**src/rtl/mssd_pkg.sv**
```systemverilog
// mssd_pkg: shared types and constants for the mssd front end
package mssd_pkg;
   typedef enum logic [1:0] {
      IDLE         = 2'd0,
      PRESS_WAIT   = 2'd1,
      PRESSED      = 2'd2,
      RELEASE_WAIT = 2'd3
   } pb_state_t;
   localparam int PB_DB_DEFAULT  = 500000;
   localparam int PB_SYNC_STAGES = 2;
endpackage

```
**src/rtl/sync_2ff.sv**
```systemverilog
// sync_2ff: 1-bit multi-flop synchronizer with synchronous reset to 0
module sync_2ff
   import mssd_pkg::*;
(
   input  logic clk,
   input  logic rst,
   input  logic d_i,
   output logic q_o
);
   logic [PB_SYNC_STAGES-1:0] sync_q;
   // shift the asynchronous level through the synchronizer chain
   always_ff @(posedge clk) begin
      if (rst) sync_q <= '0;
      else     sync_q <= {sync_q[PB_SYNC_STAGES-2:0], d_i};
   end
   assign q_o = sync_q[PB_SYNC_STAGES-1];
endmodule

```
**src/rtl/pb_serial_sampler.sv**
```systemverilog
// pb_serial_sampler: debounced push-button strobe with serial bit capture (optional PB_PRESS_COUNT_EN adds press_count)
module pb_serial_sampler
   import mssd_pkg::*;
#(
   parameter int DB_CYCLES = PB_DB_DEFAULT
) (
   input  logic       clk,
   input  logic       rst,
   input  logic       clkPB,
   input  logic       SerIn,
`ifdef PB_PRESS_COUNT_EN
   output logic [7:0] press_count,
`endif
   output logic       bit_valid,
   output logic       bit_data,
   output logic       pb_level
);
   localparam int CNT_W = $clog2(DB_CYCLES + 1);
   localparam logic [CNT_W-1:0] CNT_LAST = CNT_W'(DB_CYCLES - 1);
   localparam logic [CNT_W-1:0] CNT_SAT  = CNT_W'(DB_CYCLES);
   logic             pb_s, ser_s;
   pb_state_t        state_q, state_d;
   logic [CNT_W-1:0] cnt_q, cnt_d, cnt_inc;
   logic             cap_q, cap_d;
   logic             fire;
   logic             bit_valid_q, bit_data_q;
   sync_2ff u_sync_pb  (.clk(clk), .rst(rst), .d_i(clkPB), .q_o(pb_s));
   sync_2ff u_sync_ser (.clk(clk), .rst(rst), .d_i(SerIn), .q_o(ser_s));
   assign cnt_inc = (cnt_q == CNT_SAT) ? cnt_q : cnt_q + 1'b1;
   // debounce FSM: a strobe fires only on the PRESS_WAIT -> PRESSED edge
   always_comb begin
      state_d = state_q;
      cnt_d   = cnt_q;
      cap_d   = cap_q;
      fire    = 1'b0;
      case (state_q)
         IDLE: if (pb_s) begin
            state_d = PRESS_WAIT;
            cnt_d   = '0;
            cap_d   = ser_s;
         end
         PRESS_WAIT: if (!pb_s) state_d = IDLE;
            else if (cnt_q == CNT_LAST) begin
               state_d = PRESSED;
               fire    = 1'b1;
            end else cnt_d = cnt_inc;
         PRESSED: if (!pb_s) begin
            state_d = RELEASE_WAIT;
            cnt_d   = '0;
         end
         RELEASE_WAIT: if (pb_s) state_d = PRESSED;
            else if (cnt_q == CNT_LAST) state_d = IDLE;
            else cnt_d = cnt_inc;
         default: state_d = IDLE;
      endcase
   end
   // state, counter, capture and registered outputs
   always_ff @(posedge clk) begin
      if (rst) begin
         state_q     <= IDLE;
         cnt_q       <= '0;
         cap_q       <= 1'b0;
         bit_valid_q <= 1'b0;
         bit_data_q  <= 1'b0;
      end else begin
         state_q     <= state_d;
         cnt_q       <= cnt_d;
         cap_q       <= cap_d;
         bit_valid_q <= fire;
         bit_data_q  <= fire ? cap_q : bit_data_q;
      end
   end
   assign bit_valid = bit_valid_q;
   assign bit_data  = bit_data_q;
   assign pb_level  = (state_q == PRESSED) || (state_q == RELEASE_WAIT);
`ifdef PB_PRESS_COUNT_EN
   logic [7:0] press_count_q;
   // count accepted presses, wrapping at 256
   always_ff @(posedge clk) begin
      if (rst) press_count_q <= '0;
      else     press_count_q <= press_count_q + {7'd0, fire};
   end
   assign press_count = press_count_q;
`endif
endmodule

```
**config.mk**
```make
export PLATFORM = sky130hd
export DESIGN_NAME = pb_serial_sampler
export DESIGN_NICKNAME = d
export VERILOG_FILES = /design/src/rtl/mssd_pkg.sv /design/src/rtl/sync_2ff.sv /design/src/rtl/pb_serial_sampler.sv
export SDC_FILE = /design/constraint.sdc
export NUM_CORES = 1
export LEC_CHECK = 0
export ABC_AREA = 1
export CORE_MARGIN = 2
export CORE_UTILIZATION = 59
export CTS_BUF_LIST = sky130_fd_sc_hd__clkbuf_2 sky130_fd_sc_hd__clkbuf_4 sky130_fd_sc_hd__clkbuf_8
export CTS_CLUSTER_DIAMETER = 80
export DETAILED_ROUTE_END_ITERATION = 16
export GPL_TIMING_DRIVEN = 0
export PLACE_DENSITY = 0.9
export SLEW_MARGIN = 20
export SYNTH_ARGS = -nofsm -noshare
export SYNTH_HDL_FRONTEND = slang
export SYNTH_HIERARCHICAL = 1
export SYNTH_SLANG_ARGS = --single-unit
```
**constraint.sdc**
```tcl
create_clock -name clk -period 2.2 [get_ports clk]
set_clock_uncertainty 0.15 [all_clocks]
set_input_delay 0.44 -clock clk [delete_from_list [all_inputs] [get_ports clk]]
set_output_delay 0.44 -clock clk [all_outputs]
set_load 0.005 [all_outputs]
```
==> flow_metrics.py, run 1 <==
metrics = {
    "run_status": {
        "status": "finished clean",
    },
    "cts": {
        "cts-resized-gates": 0,
        "cts_setup_buffers": 0,
        "cts_root_buf": "clkbuf_4",
        "cts_buffer_depth": 2,
        "htreeDepth": 1,
        "path_clk_slew_ps": 150,
        "cts_tree": "yes",
        "cts_sinks": 28,
        "numCtsBuffers": 3,
        "clk_latency_ps": 330,
        "ctsHoldBuffers": 0,
    },
    "routing": {
        "dr.pass1.iters": 4,
        "wl_per_cell_microns": 10.4,
        "vias_per_cell": 5.04,
        "final_antenna_net_count": 0,
        "routed-via-count": 1466,
        "drc_errors": 0,
        "initialDrtViolationCount": 51,
        "drt-total-wl_mm": 3.01,
    },
    "grt": {
        "grt_pass1_wl_mm": 5.17,
        "grt_pass1_vias": 1268,
        "grt_max_degree": 16,
        "grt_usage": 0.200,
        "antenna_found_initial": 0,
        "overflow": 0,
    },
    "layout": {
        "drive_above_1_share": 0.0843,
        "nets": 268,
        "diodes": 0,
        "fillers": 205,
        "area_growth_pct": 8.50,
        "final_util": 0.684,
        "design_area_sq_um": 1710,
    },
    "yosys": {
        "synthMuxAreaShare": 0,
        "ys_ff_latch": 28,
        "syn_inst": 251,
        "ys_seq_area_frac": 0.356,
        "yosys.area.top_type_share": 0.356,
        "synth_xor_area_frac": 0.0111,
        "synth.net_count": 257,
        "synth_top_family_by_area": "simple AND/OR/NAND/NOR gates",
        "synthSimpleGateAreaFrac": 0.433,
        "syn_area_sq_um": 1580,
        "synth_area_leaders": "dfxtp_1, nand2_1, nor2_1, inv_1, nand3_1",
        "synthAdderAreaFrac": 0.0159,
        "synth_compound_area_frac": 0.0723,
        "synthDistinctLibCells": 26,
        "synth_top_area_cell": "dfxtp_1",
        "yosys_warnings": 6,
        "avgSynthCellArea_sq_um": 6.28,
    },
    "timing": {
        "setup_viol": 0,
        "tns_ps": 0,
        "finalCritPeriodShare": 0.860,
        "max_slew_margin": 0.696,
        "rsz0062_at_grt": "false",
        "worst_pin_slew_ps": 457,
        "min_period_ps": 1890,
        "max_freq_mhz": 529,
        "hold_viol": 0,
        "slew_violations": 0,
    },
    "floorplan": {
        "fp.dieH_microns": 55.7,
        "die_w_microns": 55.7,
        "coreArea_sq_um": 2500,
        "rows": 18,
        "die_area_sq_um": 3100,
        "start_util": 0.630,
        "io_pins": 7,
    },
    "power": {
        "ir_drop_v": 0.000382,
        "p_leak_nw": 0.680,
        "p_per_area_nw_per_um2": 479,
    },
    "placement": {
        "portBuffers": 6,
        "gp_congestion": 0.864,
        "dpl_cell_area_sq_um": 1670,
        "dp_hpwl_mm": 2.20,
    },
    "hold_path": {
        "hp-start": "u_sync_ser/sync_q[0]",
        "hold_class": "flop to flop",
    },
    "worst_setup_path": {
        "crit_type": "flop to output pin",
        "r2r-start": "cnt_q[0]",
        "crit_path_max_fanout": 4,
        "setup.worst_path.start_class": "flop",
        "cp.required_ps": 1610,
        "critical_path_arrival_ps": 1300,
        "crit_path_end_kind": "output pin",
    },
    "job": {
        "drv_cap": 0,
    },
}
layer usage:
| metal | vias up | track usage | part of all wire |
|---|---|---|---|
| li1 | 800 | - | - |
| met1 | 631 | 0.273 | 0.50 |
| met2 | 30 | 0.333 | 0.44 |
| met3 | 5 | 0.0279 | 0.040 |
| met4 | 0 | 0.0523 | 0.012 |
| met5 | - | 0 | 0 |
layout make-up:
| type | instances | area, sq um | area share |
|---|---|---|---|
| Multi-Input combinational cell | 182 | 838 | 0.490 |
| Clock buffer | 4 | 36.3 | 0.0212 |
| Tap cell | 30 | 37.5 | 0.0220 |
| Buffer | 6 | 45.0 | 0.0264 |
| Sequential cell | 28 | 561 | 0.328 |
| Inverter | 35 | 131 | 0.0769 |
| Timing Repair Buffer | 6 | 60.1 | 0.0351 |
placed cells by master, fill, tap and decap left out, types with 2 or more instances in the layout:
cell	Yosys	final
nor3_1	6	6
clkdlybuf4s50_1	0	6
nand3_1	19	19
ha_1	2	2
nand2_4	2	2
buf_4	2	2
a21oi_1	14	14
nand4_1	7	7
xor2_1	2	2
inv_1	31	31
o21ai_0	2	2
clkbuf_4	0	3
nand2_1	66	66
o21ai_1	2	2
nor2_1	48	48
inv_2	3	3
nor2_2	5	5
buf_6	2	2
clkbuf_1	2	2
dfxtp_1	28	28
critical path, cell delays in order (launching register included):
cell and delay [ps]:
dfxtp_1 390, clkbuf_1 100, clkdlybuf4s50_1 490
power breakdown:
group / internal (W) / switching (W) / total [W]
clock network: 0.000101 / 0.000158 / 0.000259
registers: 0.000513 / 0.00000365 / 0.000517
logic: 0.0000155 / 0.0000277 / 0.0000432
total: 0.000630 / 0.000189 / 0.000819
Yosys cell counts:
cell type  instances
nand2_2            1
nor3b_1            1
buf_6              2
a21boi_0           1
clkbuf_1           2
nor2_4             1
a21oi_2            1
nand3_1           19
nand4_1            7
o21ai_0            2
inv_2              3
nor2_2             5
nand2_1           66
clkinv_1           1
xor2_1             2
inv_1             31
a21oi_1           14
o21ai_1            2
dfxtp_1           28
o21bai_1           1
buf_4              2
nor2_1            48
or2_2              1
ha_1               2
nand2_4            2
nor3_1             6
stage by stage:
step,setup slack (ps),hold WS (ps),cells,power [W]
6_report,309,263,291,0.000819
5_1_grt,193,274,291,0.000844
4_1_cts,297,265,291,0.000826
3_5_place_dp,285,245,287,0.000571
3_3_place_gp,308,239,287,0.000570
2_1_floorplan,609,238,251,0.000555
worst paths after layout:
check | endpoint | slack, ps | depth (start not counted)
worst min-delay path | u_sync_ser/sync_q[1] | 260 | 2
worst max-delay path | pb_level | 310 | 2
worst max register to register | cnt_q[16] | 340 | 10
worst min register to register | u_sync_ser/sync_q[1] | 260 | 2
state kept, by name, summed over array words and instances, names as in the netlist, named ones only:
name               cells
cap_q                  1
u_sync_pb/sync_q       2
state_q                1
u_sync_ser/sync_q      2
cnt_q                 19
bit_data               1
bit_valid              1
kinds of logic (layout without fill, tap and decap cells):
| group | after synthesis | after routing |
|---|---|---|
| and+or+nand+nor | 157 | 157 |
| buffers and inverters | 41 | 51 |
| DFF | 28 | 28 |
| AOI/OAI and AO/OA | 21 | 21 |
| adders and majority gates | 2 | 2 |
| xor gates and xnor gates | 2 | 2 |
Power figures use the tool's default switching activity.
==> inputs of run 2 (changes only) <==
--- a/config.mk
+++ b/config.mk
@@ -7,14 +7,15 @@
 export LEC_CHECK = 0
 export ABC_AREA = 1
 export CORE_MARGIN = 2
-export CORE_UTILIZATION = 59
+export CORE_UTILIZATION = 62
 export CTS_BUF_LIST = sky130_fd_sc_hd__clkbuf_2 sky130_fd_sc_hd__clkbuf_4 sky130_fd_sc_hd__clkbuf_8
 export CTS_CLUSTER_DIAMETER = 80
 export DETAILED_ROUTE_END_ITERATION = 16
 export GPL_TIMING_DRIVEN = 0
-export PLACE_DENSITY = 0.9
+export PLACE_DENSITY = 0.93
 export SLEW_MARGIN = 20
 export SYNTH_ARGS = -nofsm -noshare
 export SYNTH_HDL_FRONTEND = slang
 export SYNTH_HIERARCHICAL = 1
 export SYNTH_SLANG_ARGS = --single-unit
+export TNS_END_PERCENT = 10
==> flow_metrics.py, run 2 (synthesis gave the netlist of run 1 again) <==
metrics = {
    "worst_setup_path": {
        "critical_path_arrival_ps": 1320,
        "crit_path_end_kind": "output pin",
        "crit_type": "flop to output pin",
        "setup.worst_path.start_class": "flop",
        "cp.required_ps": 1610,
        "crit_path_max_fanout": 4,
    },
    "job": {
        "drv_cap": 0,
    },
    "floorplan": {
        "rows": 18,
        "start_util": 0.648,
        "io_pins": 7,
        "fp.dieH_microns": 54.4,
        "die_w_microns": 54.4,
        "coreArea_sq_um": 2430,
        "die_area_sq_um": 2960,
    },
    "layout": {
        "diodes": 0,
        "largest_register": "cnt_q",
        "fillers": 206,
        "nets": 268,
        "regArea_sq_um": 561,
        "layout_common_cells": "nand2_1, nor2_1, inv_1",
        "design_area_sq_um": 1710,
        "multi_input_area_sq_um": 838,
        "top_regs": "cnt_q x19, u_sync_pb/sync_q x2, u_sync_ser/sync_q x2",
        "final_util": 0.703,
        "drive_above_1_share": 0.0843,
        "layout_commonest_cell": "nand2_1",
        "area_growth_pct": 8.50,
        "largest_reg_flops": 19,
    },
    "routing": {
        "vias_per_cell": 5.18,
        "wl_per_cell_microns": 10.8,
        "final_antenna_net_count": 0,
        "dr.pass1.iters": 4,
        "drc_errors": 0,
        "drt-total-wl_mm": 3.13,
        "initialDrtViolationCount": 49,
        "routed-via-count": 1506,
    },
    "timing": {
        "slew_violations": 0,
        "min_period_ps": 1910,
        "max_slew_margin": 0.667,
        "tns_ps": 0,
        "worst_pin_slew_ps": 499,
        "finalWorstSetupSlack_ps": 295,
        "setup_viol": 0,
        "holdWs_ps": 273,
        "rsz0062_at_grt": "false",
        "max_freq_mhz": 525,
        "hold_viol": 0,
        "finalCritPeriodShare": 0.866,
    },
    "cts": {
        "cts-resized-gates": 0,
        "cts_tree": "yes",
        "path_clk_slew_ps": 160,
        "ctsHoldBuffers": 0,
        "cts_root_buf": "clkbuf_4",
        "clk_latency_ps": 340,
        "numCtsBuffers": 3,
        "cts_buffer_depth": 2,
        "cts_setup_buffers": 0,
        "htreeDepth": 1,
        "cts_sinks": 28,
    },
    "power": {
        "p_per_area_nw_per_um2": 482,
        "ir_drop_v": 0.000602,
        "p_leak_nw": 0.680,
    },
    "grt": {
        "grt_pass1_wl_mm": 5.47,
        "grt_max_degree": 16,
        "antenna_found_initial": 0,
        "grt_usage": 0.254,
        "grt_pass1_vias": 1304,
        "overflow": 0,
    },
    "placement": {
        "gp_congestion": 0.873,
        "portBuffers": 6,
        "dp_hpwl_mm": 2.28,
        "dpl_cell_area_sq_um": 1670,
        "pre_cts_slack_ps": 281,
    },
    "run_status": {
        "status": "finished clean",
    },
    "hold_path": {
        "hold_class": "flop to flop",
    },
}
==> run 2: cell counts in the layout (fill, tap and decap cells not counted) <==
No cell type changed its count.
==> run 2: worst max-delay path, stage by stage (launching register included) <==
cell             delay, ps
dfxtp_1                390
clkbuf_1               100
clkdlybuf4s50_1        490
==> run 2: path summary, 6_finish.rpt <==
check | start | to | slack, ps | cells past startpoint
setup reg to reg | cnt_q[0] | cnt_q[16] | 340 | 11
hold / removal | u_sync_ser/sync_q[0] | u_sync_ser/sync_q[1] | 270 | 2
setup / recovery | flop | pb_level | 290 | 2
hold reg to reg | u_sync_ser/sync_q[0] | u_sync_ser/sync_q[1] | 270 | 2
==> run 2: final cells by class <==
class                           count  share of cell area
Buffer                              6              0.0264
Clock buffer                        4              0.0212
Inverter                           35              0.0769
Multi-Input combinational cell    182               0.490
Sequential cell                    28               0.328
Tap cell                           30              0.0220
Timing Repair Buffer                6              0.0351
==> run 2: power breakdown <==
group | internal (W) | switching [W] | leakage (nW)
clock network | 0.000102 | 0.000161 | 0.0210
registers | 0.000513 | 0.00000366 | 0.227
logic | 0.0000155 | 0.0000290 | 0.432
==> run 2: layer usage <==
| metal | share of wire | up-vias | global-route usage | wire [microns] |
|---|---|---|---|---|
| met5 | 0 | - | 0 | 0 |
| met4 | 0.0096 | 0 | 0.125 | 30 |
| met3 | 0.064 | 3 | 0.0328 | 201 |
| met2 | 0.45 | 48 | 0.412 | 1420 |
| met1 | 0.47 | 654 | 0.331 | 1480 |
| li1 | - | 801 | - | - |
==> run 2: through the flow <==
stage	cells	power, W
floorplan	251	0.000555
global placement	287	0.000570
detailed placement	287	0.000571
CTS	291	0.000828
global route	291	0.000849
finish	291	0.000824
==> inputs of run 3 (changes only) <==
--- a/config.mk
+++ b/config.mk
@@ -13,6 +13,7 @@
 export DETAILED_ROUTE_END_ITERATION = 16
 export GPL_TIMING_DRIVEN = 0
 export PLACE_DENSITY = 0.93
+export REMOVE_ABC_BUFFERS = 1
 export SLEW_MARGIN = 20
 export SYNTH_ARGS = -nofsm -noshare
 export SYNTH_HDL_FRONTEND = slang
==> flow_metrics.py, run 3 (synthesis gave the netlist of run 1 again) <==
metrics = {
    "floorplan": {
        "io_pins": 7,
        "start_util": 0.648,
        "coreArea_sq_um": 2430,
        "fp.dieH_microns": 54.4,
        "rows": 18,
        "die_area_sq_um": 2960,
        "die_w_microns": 54.4,
    },
    "worst_setup_path": {
        "setup.worst_path.start_class": "flop",
        "crit_path_end_kind": "flop",
        "cp.required_ps": 2290,
        "critical_path_arrival_ps": 2090,
        "startpoint": "cnt_q[0]",
        "crit_path_max_fanout": 13,
        "r2r-start": "cnt_q[0]",
        "crit_type": "flop to flop",
        "worstRegToRegCells": 10,
    },
    "grt": {
        "grt_usage": 0.244,
        "grt_pass1_vias": 1302,
        "antenna_found_initial": 0,
        "overflow": 0,
        "grt_pass1_wl_mm": 5.33,
        "grt_max_degree": 19,
    },
    "timing": {
        "setup_viol": 0,
        "worst_pin_slew_ps": 663,
        "tns_ps": 0,
        "rsz0062_at_grt": "false",
        "slew_violations": 0,
        "max_slew_margin": 0.558,
        "min_period_ps": 2000,
        "hold_viol": 0,
        "max_freq_mhz": 499,
        "finalCritPeriodShare": 0.910,
    },
    "hold_path": {
        "hp-start": "u_sync_pb/sync_q[0]",
        "hold_path_depth": 2,
        "hold_class": "flop to flop",
    },
    "cts": {
        "cts_root_buf": "clkbuf_4",
        "cts-resized-gates": 0,
        "numCtsBuffers": 3,
        "clk_latency_ps": 320,
        "path_clk_slew_ps": 140,
        "cts_sinks": 28,
        "cts_setup_buffers": 0,
        "cts_buffer_depth": 2,
        "cts_tree": "yes",
        "htreeDepth": 1,
        "ctsHoldBuffers": 0,
    },
    "layout": {
        "fillers": 200,
        "top_regs": "cnt_q x19, u_sync_pb/sync_q x2, u_sync_ser/sync_q x2",
        "drive_above_1_share": 0.0669,
        "area_growth_pct": 4.77,
        "diodes": 0,
        "largest_register": "cnt_q",
        "layout_commonest_cell": "nand2_1",
        "nets": 262,
        "largest_reg_flops": 19,
        "final_util": 0.678,
        "layout_common_cells": "nand2_1, nor2_1, inv_1",
    },
    "routing": {
        "drc_errors": 0,
        "drt-total-wl_mm": 3.06,
        "wl_per_cell_microns": 10.8,
        "final_antenna_net_count": 0,
        "initialDrtViolationCount": 39,
        "dr.pass1.iters": 4,
        "routed-via-count": 1464,
        "vias_per_cell": 5.15,
    },
    "power": {
        "ir_drop_v": 0.000430,
        "p_leak_nw": 0.648,
        "total_power_w": 0.000764,
        "p_per_area_nw_per_um2": 463,
    },
    "placement": {
        "portBuffers": 6,
        "dp_hpwl_mm": 2.19,
        "gp_congestion": 0.869,
    },
    "job": {
        "drv_cap": 0,
    },
    "run_status": {
        "status": "finished clean",
    },
}
-- run 3: critical path: stages (launching register included) --
cell and delay [ps]:
dfxtp_1 410, inv_1 90, ha_1 190, nand2_1 60, nor2_1 40, nand2_1 70
nand2_2 80, a21oi_2 540, nand3_1 150, nand2_1 90, nor2_1 40
-- run 3: power by group --
group / internal, W / switching (W) / leakage (nW) / total (W)
Sequential: 0.000513 / 0.00000352 / 0.227 / 0.000517
Combinational: 0.0000130 / 0.0000271 / 0.407 / 0.0000401
Clock: 0.0000643 / 0.000143 / 0.0138 / 0.000207
Total: 0.000590 / 0.000173 / 0.648 / 0.000764
-- run 3: layout make-up --
type	instances	area [sq um]	share of cell area
clock buffers	3	22.5	0.0136
flip-flops and latches	28	561	0.340
well taps	30	37.5	0.0227
inverters	35	131	0.0796
multi-input cells	182	838	0.508
repair buffers	6	60.1	0.0364
-- run 3: path summary, 6_finish.rpt --
path / endpoint / slack, ps
worst max-delay path: cnt_q[8] / 200
worst min-delay path: u_sync_pb/sync_q[1] / 270
worst max register to register: cnt_q[8] / 200
worst min register to register: u_sync_pb/sync_q[1] / 270
-- run 3: routing by layer --
layer  wire, microns  global-route usage  vias to the layer above
met5               0                   0                        -
met4              55              0.0958                        0
met3             110              0.0383                        8
met2            1410               0.416                       26
met1            1490               0.306                      641
li1                -                   -                      789
-- run 3: through the flow --
stage                     setup WS (ps)  area (sq um)  hold WS, ps  cells
after floorplan                     553          1530          238    245
after global placement             44.6          1630          242    281
after detailed placement           48.6          1630          249    281
after CTS                           214          1650          269    284
after global routing               41.5          1650          292    284
final                               198          1650          268    284
